===== config.mk =====
export PLATFORM = sky130hd
export DESIGN_NAME = ddr_crc5_engine
export DESIGN_NICKNAME = d
export VERILOG_FILES = /design/src/rtl/ddr_crc5_engine.sv
export SDC_FILE = /design/constraint.sdc
export NUM_CORES = 1
export LEC_CHECK = 0
export ABC_AREA = 1
export CORE_UTILIZATION = 45
export DETAILED_ROUTE_END_ITERATION = 8
export GPL_TIMING_DRIVEN = 1
export HOLD_SLACK_MARGIN = 0.12
export PLACE_DENSITY_LB_ADDON = 0.2
export SYNTH_ARGS = -nofsm -noshare
export SYNTH_HDL_FRONTEND = slang
export SYNTH_SLANG_ARGS = --single-unit

===== constraint.sdc =====
create_clock -name i_sys_clk -period 1.7 [get_ports i_sys_clk]
set_input_delay 0.34 -clock i_sys_clk [delete_from_list [all_inputs] [get_ports i_sys_clk]]
set_output_delay 0.34 -clock i_sys_clk [all_outputs]
set_load 0.005 [all_outputs]

===== src/rtl/ddr_crc5_engine.sv =====
// ddr_crc5_engine
//   Bit-serial HDR-DDR CRC5 engine fed by the RX deserializer. Completed bytes
//   land in a small FIFO so back-to-back strobes are absorbed. Each byte is then
//   shifted MSB first through an x^5+x^2+1 LFSR. The running CRC plus a valid
//   flag go back to RX for the CRC word comparison.
//
// Ports
//   i_sys_clk         system clock
//   i_sys_rst         asynchronous reset, active low
//   i_crc_en          engine enable; low clears the CRC, flushes the FIFO, idles
//   i_crc_data_valid  one-cycle strobe, i_crc_data holds a completed byte
//   i_crc_data        received byte, MSB first
//   o_crc_value       live CRC register (meaningful while o_crc_valid=1)
//   o_crc_valid       CRC covers every accepted byte since enable
//   o_crc_busy        FIFO non-empty or shifter active
//   o_crc_overflow    sticky: a byte was dropped because the FIFO was full
module ddr_crc5_engine #(
    parameter int         FIFO_DEPTH = 2,
    parameter logic [4:0] CRC_INIT   = 5'h1F,
    parameter logic [4:0] CRC_POLY   = 5'h05
) (
    input  logic       i_sys_clk,
    input  logic       i_sys_rst,
    input  logic       i_crc_en,
    input  logic       i_crc_data_valid,
    input  logic [7:0] i_crc_data,
    output logic [4:0] o_crc_value,
    output logic       o_crc_valid,
    output logic       o_crc_busy,
    output logic       o_crc_overflow
);

    localparam int             AW       = (FIFO_DEPTH > 1) ? $clog2(FIFO_DEPTH) : 1;
    localparam logic [AW:0]    DEPTH_C  = (AW + 1)'(FIFO_DEPTH);
    localparam logic [AW:0]    CNT_ONE  = (AW + 1)'(1);
    localparam logic [AW-1:0]  PTR_ONE  = AW'(1);

    typedef enum logic [1:0] {
        ST_IDLE,
        ST_LOAD,
        ST_SHIFT
    } state_t;

    logic [7:0]    fifo_mem [FIFO_DEPTH];

    state_t        state_q, state_d;
    logic [AW-1:0] wr_ptr_q, wr_ptr_d;
    logic [AW-1:0] rd_ptr_q, rd_ptr_d;
    logic [AW:0]   count_q, count_d;
    logic [7:0]    shreg_q, shreg_d;
    logic [2:0]    bit_cnt_q, bit_cnt_d;
    logic [4:0]    crc_q, crc_d;
    logic          processed_q, processed_d;
    logic          valid_q, valid_d;
    logic          overflow_q, overflow_d;

    logic          fifo_full;
    logic          pop;
    logic          push;
    logic          drop;
    logic          fb;

    always_comb begin
        state_d     = state_q;
        wr_ptr_d    = wr_ptr_q;
        rd_ptr_d    = rd_ptr_q;
        count_d     = count_q;
        shreg_d     = shreg_q;
        bit_cnt_d   = bit_cnt_q;
        crc_d       = crc_q;
        processed_d = processed_q;
        valid_d     = valid_q;
        overflow_d  = overflow_q;
        fb          = crc_q[4] ^ shreg_q[7];

        fifo_full = (count_q == DEPTH_C);
        // The head leaves the FIFO in LOAD, so a push in that cycle fits even when full.
        pop       = i_crc_en && (state_q == ST_LOAD);
        push      = i_crc_en && i_crc_data_valid && (!fifo_full || pop);
        drop      = i_crc_en && i_crc_data_valid && fifo_full && !pop;

        if (!i_crc_en) begin
            state_d     = ST_IDLE;
            wr_ptr_d    = '0;
            rd_ptr_d    = '0;
            count_d     = '0;
            bit_cnt_d   = '0;
            crc_d       = CRC_INIT;
            processed_d = 1'b0;
            valid_d     = 1'b0;
            overflow_d  = 1'b0;
        end else begin
            if (push) begin
                wr_ptr_d = wr_ptr_q + PTR_ONE;
            end
            if (pop) begin
                rd_ptr_d = rd_ptr_q + PTR_ONE;
            end
            case ({push, pop})
                2'b10:   count_d = count_q + CNT_ONE;
                2'b01:   count_d = count_q - CNT_ONE;
                default: count_d = count_q;
            endcase
            overflow_d = overflow_q | drop;

            case (state_q)
                ST_IDLE: begin
                    if (count_q != '0) begin
                        state_d = ST_LOAD;
                    end
                end
                ST_LOAD: begin
                    shreg_d     = fifo_mem[rd_ptr_q];
                    bit_cnt_d   = 3'd0;
                    processed_d = 1'b1;
                    state_d     = ST_SHIFT;
                end
                ST_SHIFT: begin
                    crc_d     = {crc_q[3:0], 1'b0} ^ (fb ? CRC_POLY : 5'h00);
                    shreg_d   = {shreg_q[6:0], 1'b0};
                    bit_cnt_d = bit_cnt_q + 3'd1;
                    if (bit_cnt_q == 3'd7) begin
                        // Chain straight into the next byte to keep 9 cycles per byte.
                        state_d = (count_d != '0) ? ST_LOAD : ST_IDLE;
                    end
                end
                default: state_d = ST_IDLE;
            endcase

            // Looks at next-state values so valid rises on the same edge as the last shift.
            valid_d = (state_d == ST_IDLE) && (count_d == '0) && processed_d;
        end
    end

    always_ff @(posedge i_sys_clk or negedge i_sys_rst) begin
        if (!i_sys_rst) begin
            state_q     <= ST_IDLE;
            wr_ptr_q    <= '0;
            rd_ptr_q    <= '0;
            count_q     <= '0;
            shreg_q     <= '0;
            bit_cnt_q   <= '0;
            crc_q       <= CRC_INIT;
            processed_q <= 1'b0;
            valid_q     <= 1'b0;
            overflow_q  <= 1'b0;
        end else begin
            state_q     <= state_d;
            wr_ptr_q    <= wr_ptr_d;
            rd_ptr_q    <= rd_ptr_d;
            count_q     <= count_d;
            shreg_q     <= shreg_d;
            bit_cnt_q   <= bit_cnt_d;
            crc_q       <= crc_d;
            processed_q <= processed_d;
            valid_q     <= valid_d;
            overflow_q  <= overflow_d;
        end
    end

    // Storage needs no reset; occupancy is tracked by the pointers and count.
    always_ff @(posedge i_sys_clk) begin
        if (push) begin
            fifo_mem[wr_ptr_q] <= i_crc_data;
        end
    end

    assign o_crc_value    = crc_q;
    assign o_crc_valid    = valid_q;
    assign o_crc_overflow = overflow_q;
    assign o_crc_busy     = (count_q != '0) || (state_q != ST_IDLE);

endmodule


==> results.yml <==
run_status:
  outcome: "finished, final reports clean"
yosys:
  avgSynthCellArea_um2: 10.15
  yosysTopAreaCellShare: 0.2708
  syn_nets: 200
  synth-async-reset-ratio: 0.6098
  synth_edf_count: 16
  synth.distinct_cells: 30
  syn_inst: 182
  synth.area.top_cells: "dfrtp_1 27%, edfxtp_1 26%, nand2_1 7.3%"
  yosysSeqAreaShare: 0.6019
  yosys_warnings: 0
  ys.flop_type: "dfrtp_1"
  yosys.area.top_type: "dfrtp_1"
  ys_ff_latch: 41
  synthesis.area_um2: 1848
detailed_routing:
  dr.pass1.iters: 4
  num_vias: 1361
  routed_wl_um: 3459
  drtIter0Drc: 63
  vias_per_cell: 4.985
  drt_drc_violations_left: 0
  detail_route.wl_per_cell_um: 12.67
  ant_nets: 0
setup_path:
  path_class: "register to output pin"
  r2r_setup_slack_ns: 0.15
  slowest_stage: "dfstp_2"
  arrival_ns: 1.31
  cp.required_ns: 1.36
  crit_fanout: 2
  rr_worst_depth: 12
  cp-end-kind: "output pin"
  rr_endpoint: "state_q[0]$_DFF_PN0_"
  critPathMaxStageDelay_ns: 0.54
  cp-startpoint: "o_crc_value[3]$_DFFE_PN1P_"
  crit_family: "flip-flops"
  path_cells: "clkdlybuf4s50_1"
  start_kind: "register"
  r2r_start: "state_q[0]$_DFF_PN0_"
  cp_num_buf_inv: 1
clocking:
  hold_buffers: 0
  clock_sinks: 41
  numCtsBuffers: 5
  htreeDepth: 2
  clk_path_buf_depth: 2
  cts_tree: "built"
  clk_latency_ns: 0.29
  clock_tree.root_cell: "clkbuf_8"
  clk_pin_slew_worst_paths_ns: 0.08
cells_and_area:
  multiInputGateArea_um2: 661.9
  seq_area_um2: 1112
  area_growth_pct: 27.89
  drive_above_1_share: 0.2267
  layout_common_cells: "35 x nand2_1, 22 x nor2_1, 20 x dfrtp_1"
  final_common_cell: "nand2_1"
  diodes: 0
  nets: 242
  n_fill_cell: 314
  final_cell_area_um2: 2364
timing:
  slew_headroom: 0.7979
  timing.final.crit_share: 0.9694
  fin_hold_ws_ns: 0.4155
  finalHoldViolations: 0
  finalSetupViolCount: 0
  drv_slew: 0
  rsz0062_at_grt: "no"
  clock.fmax_ghz: 0.6068
  skew_ns: 0.003513
  max_slew.worst_pin.slew_ns: 0.2985
  finalCriticalPeriod_ns: 1.648
pwr:
  p_int_w: 0.002026
  vdd_ir_drop_max_mv: 0.6419
  p_leak_nw: 1.067
  p_per_area_nw_per_um2: 1232
  power.share.sequential: 0.450
  power_switching_w: 0.0008863
  clockPowerShare: 0.264
  swShare: 0.3044
  comb_power_share: 0.286
global_route:
  grt_pass1_wl_um: 6037
  track_usage: 0.1859
  gr-total-overflow: 0
  grt_pass1_vias: 1389
  antenna_found_initial: 0
  grt_max_degree: 26
run:
  maxCapViolations: 0
die:
  core_area_um2: 3799
  die_y_um: 66.09
  start_util: 0.4865
  fp.dieW_um: 66.09
  ios: 20
  rows: 22
  die-area_um2: 4367
place:
  hpwl_um: 2511
  dpl_cell_area_um2: 2190
  gp_congestion: 0.8490
  io_buffers: 19
min_path:
  hold_class: "input port to asynchronous set/reset pin"
routing by layer:
layer | global-route usage | routed length [um]
met5 | 0 | 0
met4 | 0.05585 | 63
met3 | 0.04138 | 113
met2 | 0.3240 | 1706
met1 | 0.2288 | 1574
state kept, by name (all words and copies together) (netlist names):
| name | count |
|---|---|
| fifo_mem | 16 |
| shreg_q | 8 |
| o_crc_value | 5 |
| bit_cnt_q | 3 |
| count_q | 2 |
| state_q | 2 |
| o_crc_overflow | 1 |
| o_crc_valid | 1 |
| processed_q | 1 |
| rd_ptr_q | 1 |
| wr_ptr_q | 1 |
worst max path at each step:
| stage | endpoint | slack (ns) | depth (start not counted) |
|---|---|---|---|
| floorplan | fifo_mem[1][0]$_DFFE_PP_ | 0.002 | 6 |
| global placement | fifo_mem[1][3]$_DFFE_PP_ | -0.08 | 6 |
| detailed placement | shreg_q[1]$_DFFE_PN0P_ | -0.14 | 6 |
| CTS | o_crc_value[4] | 0.01 | 1 |
| global route | o_crc_value[1] | 0.007 | 1 |
| finish | o_crc_value[3] | 0.05 | 1 |
repair_timing:
action | CTS | global route
buffers inserted | 3 | 1
resized for setup | 5 | 4
setup endpoints to repair | 1 | 20
gates cloned | 0 | 0
pin swaps | 1 | 0
final cells by class:
class	count	share of cell area
flip-flops and latches	41	0.4706
multi-input cells	117	0.2800
repair buffers	38	0.1413
inverters	21	0.03388
clock buffers	5	0.02912
well taps	48	0.02541
clock inverters	3	0.01959
through the flow:
step	total power (W)	utilization	std cells	setup TNS [ns]	setup slack [ns]
floorplan	0.001802	-	182	0	0.001846
global route	0.003111	0.6222	273	0	0.007326
global placement	0.002057	0.5764	261	-1.381	-0.08014
detailed placement	0.002092	0.5764	261	-2.637	-0.1432
finish	0.002912	0.6222	273	0	0.05201
CTS	0.002922	0.6163	272	0	0.01313
cell usage after synthesis, types with 2 or more instances:
library cell / count
nand2_2: 6
ha_1: 6
edfxtp_1: 16
a21oi_1: 11
inv_2: 2
dfrtp_1: 20
nand2_1: 36
nor2_1: 22
o21ai_0: 6
o311ai_1: 3
a22oi_1: 2
buf_2: 2
nand3_1: 10
a22o_1: 2
inv_1: 18
dfstp_2: 5
nand3_2: 2
power groups by stage:
stage | Combinational [W] | Sequential [W] | Clock [W]
2_1_floorplan | 0.000508 | 0.00129 | 0
3_3_place_gp | 0.000737 | 0.00132 | 0
3_5_place_dp | 0.000764 | 0.00133 | 0
4_1_cts | 0.000815 | 0.00131 | 0.000802
5_1_grt | 0.000940 | 0.00133 | 0.000841
6_report | 0.000833 | 0.00131 | 0.000770
cell families after synthesis:
kind of cell | after synthesis | share of synthesized area
muxes | 1 | 0.005417
buffers and inverters | 24 | 0.05484
xor gates and xnor gates | 2 | 0.009480
adders and majority gates | 6 | 0.04062
DFF | 41 | 0.6019
and+or+nand+nor | 80 | 0.1923
AOI/OAI and AO/OA | 28 | 0.09547
worst reg2reg max path, stage by stage, from the launching register on:
cell	delay, ns
dfrtp_1	0.40
buf_4	0.15
ha_4	0.18
nand2_2	0.11
nand3_2	0.12
nand2_2	0.08
nand2_1	0.07
nand2_2	0.08
nand2_1	0.05
nand2_1	0.06
nand2_2	0.06
nand2_1	0.07
nor2_2	0.03
(Power assumes the default switching activity.)
